--- config.mk ---
export PLATFORM = sky130hd
export DESIGN_NAME = sensor_switch_ctrl
export DESIGN_NICKNAME = d
export VERILOG_FILES = /design/src/rtl/sensor_switch_ctrl_pkg.sv /design/src/rtl/ssc_channel.sv /design/src/rtl/sensor_switch_ctrl.sv
export SDC_FILE = /design/constraint.sdc
export NUM_CORES = 1
export LEC_CHECK = 0
export CORE_MARGIN = 2
export CORE_UTILIZATION = 50
export DETAILED_ROUTE_END_ITERATION = 8
export PLACE_DENSITY = 0.74
export SYNTH_ARGS = -nofsm -noshare
export SYNTH_HDL_FRONTEND = slang
export SYNTH_SLANG_ARGS = --single-unit
--- constraint.sdc ---
create_clock -name i_clk -period 3.76 [get_ports i_clk]
set_input_delay 0.752 -clock i_clk [delete_from_list [all_inputs] [get_ports i_clk]]
set_output_delay 0.752 -clock i_clk [all_outputs]
set_load 0.005 [all_outputs]
--- src/rtl/sensor_switch_ctrl_pkg.sv ---
// Shared definitions for the sensor-driven switch controller: mode codes,
// channel state encoding and width helpers.
package sensor_switch_ctrl_pkg;

    localparam logic [1:0] MODE_AUTO      = 2'b00;
    localparam logic [1:0] MODE_FORCE_ON  = 2'b01;
    localparam logic [1:0] MODE_FORCE_OFF = 2'b10;

    typedef enum logic [1:0] {
        StIdle = 2'b00,
        StArm  = 2'b01,
        StOn   = 2'b10,
        StHold = 2'b11
    } ch_state_e;

    function automatic int unsigned clog2(input int unsigned v);
        int unsigned r;
        r = 0;
        while ((32'd1 << r) < v) begin
            r = r + 1;
        end
        return r;
    endfunction

    function automatic int unsigned max2(input int unsigned a, input int unsigned b);
        return (a > b) ? a : b;
    endfunction

endpackage

--- src/rtl/ssc_channel.sv ---
// Single sensor channel: debounce on rising sensor, off-delay with retrigger on falling sensor.
// o_sw is the switch decode of the next state; the top level registers it.
module ssc_channel
    import sensor_switch_ctrl_pkg::*;
#(
    parameter int unsigned DB_CYC   = 3,
    parameter int unsigned HOLD_CYC = 50
) (
    input  logic i_clk,
    input  logic i_rst,
    input  logic i_sensor,
    input  logic i_auto_en,
    output logic o_sw
);

    localparam int unsigned CW = clog2(max2(DB_CYC, HOLD_CYC) + 1);
    localparam logic [CW-1:0] DB_LAST   = CW'(DB_CYC - 1);
    localparam logic [CW-1:0] HOLD_LAST = CW'(HOLD_CYC - 1);

    ch_state_e     r_state;
    ch_state_e     w_state_d;
    logic [CW-1:0] r_cnt;
    logic [CW-1:0] w_cnt_d;

    always_ff @(posedge i_clk) begin
        if (i_rst) begin
            r_state <= StIdle;
            r_cnt   <= '0;
        end else begin
            r_state <= w_state_d;
            r_cnt   <= w_cnt_d;
        end
    end

    always_comb begin
        w_state_d = r_state;
        w_cnt_d   = r_cnt;
        if (!i_auto_en) begin
            // Forced modes park the channel so AUTO always restarts a full debounce.
            w_state_d = StIdle;
            w_cnt_d   = '0;
        end else begin
            unique case (r_state)
                StIdle: begin
                    if (i_sensor) begin
                        if (DB_CYC == 1) begin
                            w_state_d = StOn;
                            w_cnt_d   = '0;
                        end else begin
                            w_state_d = StArm;
                            w_cnt_d   = CW'(1);
                        end
                    end
                end
                StArm: begin
                    if (!i_sensor) begin
                        w_state_d = StIdle;
                        w_cnt_d   = '0;
                    end else if (r_cnt == DB_LAST) begin
                        w_state_d = StOn;
                        w_cnt_d   = '0;
                    end else begin
                        w_cnt_d = r_cnt + CW'(1);
                    end
                end
                StOn: begin
                    if (!i_sensor) begin
                        if (HOLD_CYC == 1) begin
                            w_state_d = StIdle;
                            w_cnt_d   = '0;
                        end else begin
                            w_state_d = StHold;
                            w_cnt_d   = CW'(1);
                        end
                    end
                end
                StHold: begin
                    if (i_sensor) begin
                        w_state_d = StOn;
                        w_cnt_d   = '0;
                    end else if (r_cnt == HOLD_LAST) begin
                        w_state_d = StIdle;
                        w_cnt_d   = '0;
                    end else begin
                        w_cnt_d = r_cnt + CW'(1);
                    end
                end
                default: begin
                    w_state_d = StIdle;
                    w_cnt_d   = '0;
                end
            endcase
        end
    end

    assign o_sw = (w_state_d == StOn) || (w_state_d == StHold);

endmodule

--- src/rtl/sensor_switch_ctrl.sv ---
// N-channel sensor-driven switch controller with global force modes, registered
// popcount of active switches and a saturating switch-on usage accumulator.
module sensor_switch_ctrl
    import sensor_switch_ctrl_pkg::*;
#(
    parameter int unsigned N_CH     = 3,
    parameter int unsigned DB_CYC   = 3,
    parameter int unsigned HOLD_CYC = 50,
    parameter int unsigned G_W      = 32
) (
    input  logic                         i_clk,
    input  logic                         i_rst,
    input  logic [N_CH-1:0]              i_sensor,
    input  logic [1:0]                   i_mode,
    input  logic                         i_g_clr,
    output logic [N_CH-1:0]              o_switch,
    output logic [clog2(N_CH+1)-1:0]     o_n_on,
    output logic [G_W-1:0]               o_g
);

    localparam int unsigned NW = clog2(N_CH + 1);

    logic            w_force_on;
    logic            w_force_off;
    logic            w_auto_en;
    logic [N_CH-1:0] w_sw_auto;
    logic [N_CH-1:0] w_switch_d;
    logic [NW-1:0]   w_pop;
    logic [G_W:0]    w_g_sum;
    logic [G_W-1:0]  w_g_d;

    logic [N_CH-1:0] r_switch;
    logic [NW-1:0]   r_n_on;
    logic [G_W-1:0]  r_g;

    // Mode 11 falls through to AUTO because it matches neither force code.
    assign w_force_on  = (i_mode == MODE_FORCE_ON);
    assign w_force_off = (i_mode == MODE_FORCE_OFF);
    assign w_auto_en   = !(w_force_on || w_force_off);

    for (genvar i = 0; i < N_CH; i++) begin : g_ch
        ssc_channel #(
            .DB_CYC   (DB_CYC),
            .HOLD_CYC (HOLD_CYC)
        ) u_ch (
            .i_clk     (i_clk),
            .i_rst     (i_rst),
            .i_sensor  (i_sensor[i]),
            .i_auto_en (w_auto_en),
            .o_sw      (w_sw_auto[i])
        );
    end

    always_comb begin
        w_switch_d = w_sw_auto;
        if (w_force_on) begin
            w_switch_d = '1;
        end else if (w_force_off) begin
            w_switch_d = '0;
        end
    end

    always_comb begin
        w_pop = '0;
        for (int i = 0; i < N_CH; i++) begin
            w_pop = w_pop + NW'(w_switch_d[i]);
        end
    end

    // Extra carry bit detects overflow so g pins at all-ones instead of wrapping.
    assign w_g_sum = {1'b0, r_g} + (G_W + 1)'(r_n_on);

    always_comb begin
        w_g_d = w_g_sum[G_W-1:0];
        if (i_g_clr) begin
            w_g_d = '0;
        end else if (w_g_sum[G_W]) begin
            w_g_d = '1;
        end
    end

    always_ff @(posedge i_clk) begin
        if (i_rst) begin
            r_switch <= '0;
            r_n_on   <= '0;
            r_g      <= '0;
        end else begin
            r_switch <= w_switch_d;
            r_n_on   <= w_pop;
            r_g      <= w_g_d;
        end
    end

    assign o_switch = r_switch;
    assign o_n_on   = r_n_on;
    assign o_g      = r_g;

endmodule

==> flow_summary.toml <==
[global_routing]
first_global_vias = 2804
gr-usage-all-layers_pct = 22.0
grt_pass1_wl_um = 12900
grt_start_max_net_pins = 29
grt.overflow.total = 0
grt_antenna_before_repair = 0

[die]
design.core.area_um2 = 6390
design.die.area_um2 = 7320
count_of_standard_cell_rows = 29
start_util_pct = 52.1
die_extent_in_x_um = 85.6
die_y_um = 85.6
floorplan.io_pins = 45

[cells_and_area]
drive_above_1_share_pct = 6.18
insertedDiodeCount = 0
final_util_pct = 63.2
areaGrowthSynthToFinish_pct = 21.2
final_design_area_no_fill_um2 = 4030
finish.cell_count_without_fillers = 514
final_nets = 455

[synthesis]
yosys.cell_types.count = 56
synth.yosys.seq_area_share_pct = 36.7
post-synth-top-area-cell = "dfxtp_1"
synth_async_sr_flop_share_pct = 0
ys_dominant_reg_cell = "dfxtp_1"
post_synth_most_frequent_cells = "dfxtp_1, inv_1, a21oi_1"
net_count_synth = 413
synth_largest_type_area_fraction_pct = 36.7
syn_inst = 390
synth_warnings = 0
synth_enable_flop_cells = 0
synth_area_per_cell_um2 = 8.53
yosys.cell_count.top_type = "dfxtp_1"
synth_seq_cells = 61
synth_area_leaders = "dfxtp_1, ha_1, xor2_1"
cell_area_after_synthesis_um2 = 3330

[setup_path]
timing.reg2reg.worst_path_depth = 8
rr_endpoint = "o_g[2]"
wp_data_required_ns = 4.02
cell_breakdown_of_the_critical_path = "ha_1, inv_1, fa_1, nand2b_1, nor2_1, nand4_1, buf_4, a21oi_1"
beginning_of_the_worst_register_to_register_path = "o_g[0]"
cp.arrival_ns = 2.78
timing.critical_path.fanout_max = 19
critPathMaxStageDelay_ns = 0.45
critical_path.slowest_cell = "fa_1"
setup.worst_path.end_class = "flop"
worstSetupPathType = "flop to flop"
setup.worst_path.start_class = "flop"
regToRegSetupSlack_ns = 1.25

[timing]
summed_negative_setup_slack_over_all_endpoints_ns = 0
hold-worst-slack_ns = 0.503
grt_setup_unrepaired = "no"
period_minus_slack_ns = 2.51
timing.fmax_mhz = 398
final.setup.worst_slack_ns = 1.25
slew-limit-headroom_pct = 47.2
timing.final.crit_share_pct = 66.8
worstMarginPinSlew_ns = 0.787
slew_viol_final = 0
hold_viol_final = 0
fin_skew_ns = 0.00853
setup_viol = 0

[cts]
maximum_number_of_buffers_from_clock_root_to_sink = 2
postCtsResizedCells = 0
post-cts-setup-buffer-count = 0
cts_made_buffers = 9
path_clk_slew_ns = 0.07
clk-insertion-delay-late_ns = 0.35
cts-root-buf = "clkbuf_8"
clock_sink_count = 61
htreeDepth = 3
clock_tree_from_tritoncts = "yes"
cts_hold_repair.buffers = 0

[placement]
post_place_cells = 498
preCtsSetupSlack_ns = 0.997
dp_hpwl_um = 5350
gp_congestion = 0.863
total_of_buffers_placed_on_input_and_output_ports = 44
place_area_um2 = 3770

[detailed_routing]
detailroute.via_count = 3079
detail_route.drc_violations = 0
routed_wirelength_um = 7670
wire_per_inst_um = 14.9
average_vias_per_placed_instance = 5.99
drtPass1Iterations = 4
number_of_nets_with_antenna_violations_after_routing = 0
drt_iter0_markers = 129

[power]
power.switching_fraction_pct = 21.6
total_power_mw = 1.51
p_leak_nw = 1.37
power.clock.fraction_pct = 50.6
combPwrFrac_pct = 5.1
worst_case_vdd_ir_drop_mv = 0.200
powerDensity_nw_per_um2 = 374
power.sequential.fraction_pct = 44.3
p_sw_uw = 326
p_int_mw = 1.18

[min_path]
min_from = "g_ch[2].u_ch.r_cnt[5]"
min_to = "g_ch[2].u_ch.r_cnt[5]"
worst_hold_path.num_cells = 2
min-delay-path-class = "flop to flop"

[status]
status = "finished, final reports clean"

[job]
max_cap_violations = 0
-- worst max-delay path: cells and delay by family, from the launching register on --
kind / cells / cell delay [ns]
AND/OR/NAND/NOR: 3 / 0.86
adder cells (fa/ha/maj): 2 / 0.64
buffers and inverters: 2 / 0.38
flip-flops: 1 / 0.37
AO/OA/AOI/OAI: 1 / 0.17
-- per-layer routing --
| metal | vias to the layer above | track usage (%) | routed length, µm |
|---|---|---|---|
| li1 | 1534 | - | - |
| met1 | 1450 | 29.7 | 3740 |
| met2 | 78 | 33.7 | 3430 |
| met3 | 17 | 5.29 | 359 |
| met4 | 0 | 8.95 | 142 |
| met5 | - | 0 | 0 |
-- power by group through the flow --
stage,logic (mW),registers [mW],clock network [mW]
finish,0.0764,0.668,0.764
global route,0.0876,0.669,0.797
CTS,0.0765,0.668,0.775
detailed placement,0.0761,0.683,0
global placement,0.0736,0.683,0
floorplan,0.0516,0.677,0
-- logic make-up after synthesis --
kind of cell	after synthesis	share of synthesized area, %
AO/OA/AOI/OAI	118	24.4
XOR/XNOR	20	5.26
adder cells (fa/ha/maj)	15	6.09
buffers and inverters	47	6.62
flip-flops	61	36.7
AND/OR/NAND/NOR	129	20.9
-- cells in the final DEF (no fill, tap or decap), types with 5 or more instances in the layout --
| cell | instances |
|---|---|
| a21oi_1 | 27 |
| a31oi_1 | 13 |
| and2_1 | 6 |
| and3_1 | 7 |
| clkbuf_8 | 12 |
| clkdlybuf4s50_1 | 44 |
| dfxtp_1 | 61 |
| ha_1 | 13 |
| inv_1 | 33 |
| nand2_1 | 25 |
| nand3_1 | 13 |
| nand4_1 | 12 |
| nor2_1 | 26 |
| nor3_1 | 8 |
| o2111ai_1 | 5 |
| o211ai_1 | 13 |
| o21ai_0 | 16 |
| o31ai_1 | 6 |
| or4_1 | 7 |
| xor2_1 | 16 |
-- flip-flops by register name, summed over array words and instances, names as in the netlist --
name / count
o_n_on: 2
g_ch.u_ch.r_state: 6
o_switch: 3
o_g: 32
g_ch.u_ch.r_cnt: 18
-- final cells by class --
| class | count | area [µm²] |
|---|---|---|
| fill | 567 | 2350 |
| timing repair buffer | 45 | 448 |
| inverter | 33 | 124 |
| clock inverter | 3 | 90.1 |
| tap | 77 | 96.3 |
| clock buffer | 13 | 169 |
| sequential | 61 | 1220 |
| multi-input combinational | 282 | 1890 |
-- worst max path at each step --
stage          slack, ns      start  cells after the start                    end
6_report            1.25     o_g[0]                      8                 o_g[2]
5_1_grt             1.11     o_g[0]                      8                 o_g[2]
4_1_cts             1.31     o_g[0]                      8                 o_g[2]
3_5_place_dp         1.0  i_mode[0]                      7  g_ch[1].u_ch.r_cnt[2]
3_3_place_gp        1.08  i_mode[0]                      7  g_ch[1].u_ch.r_cnt[2]
2_1_floorplan       1.65  i_mode[0]                      8              o_n_on[0]
Note: power is estimated with default switching activity, not from simulation.
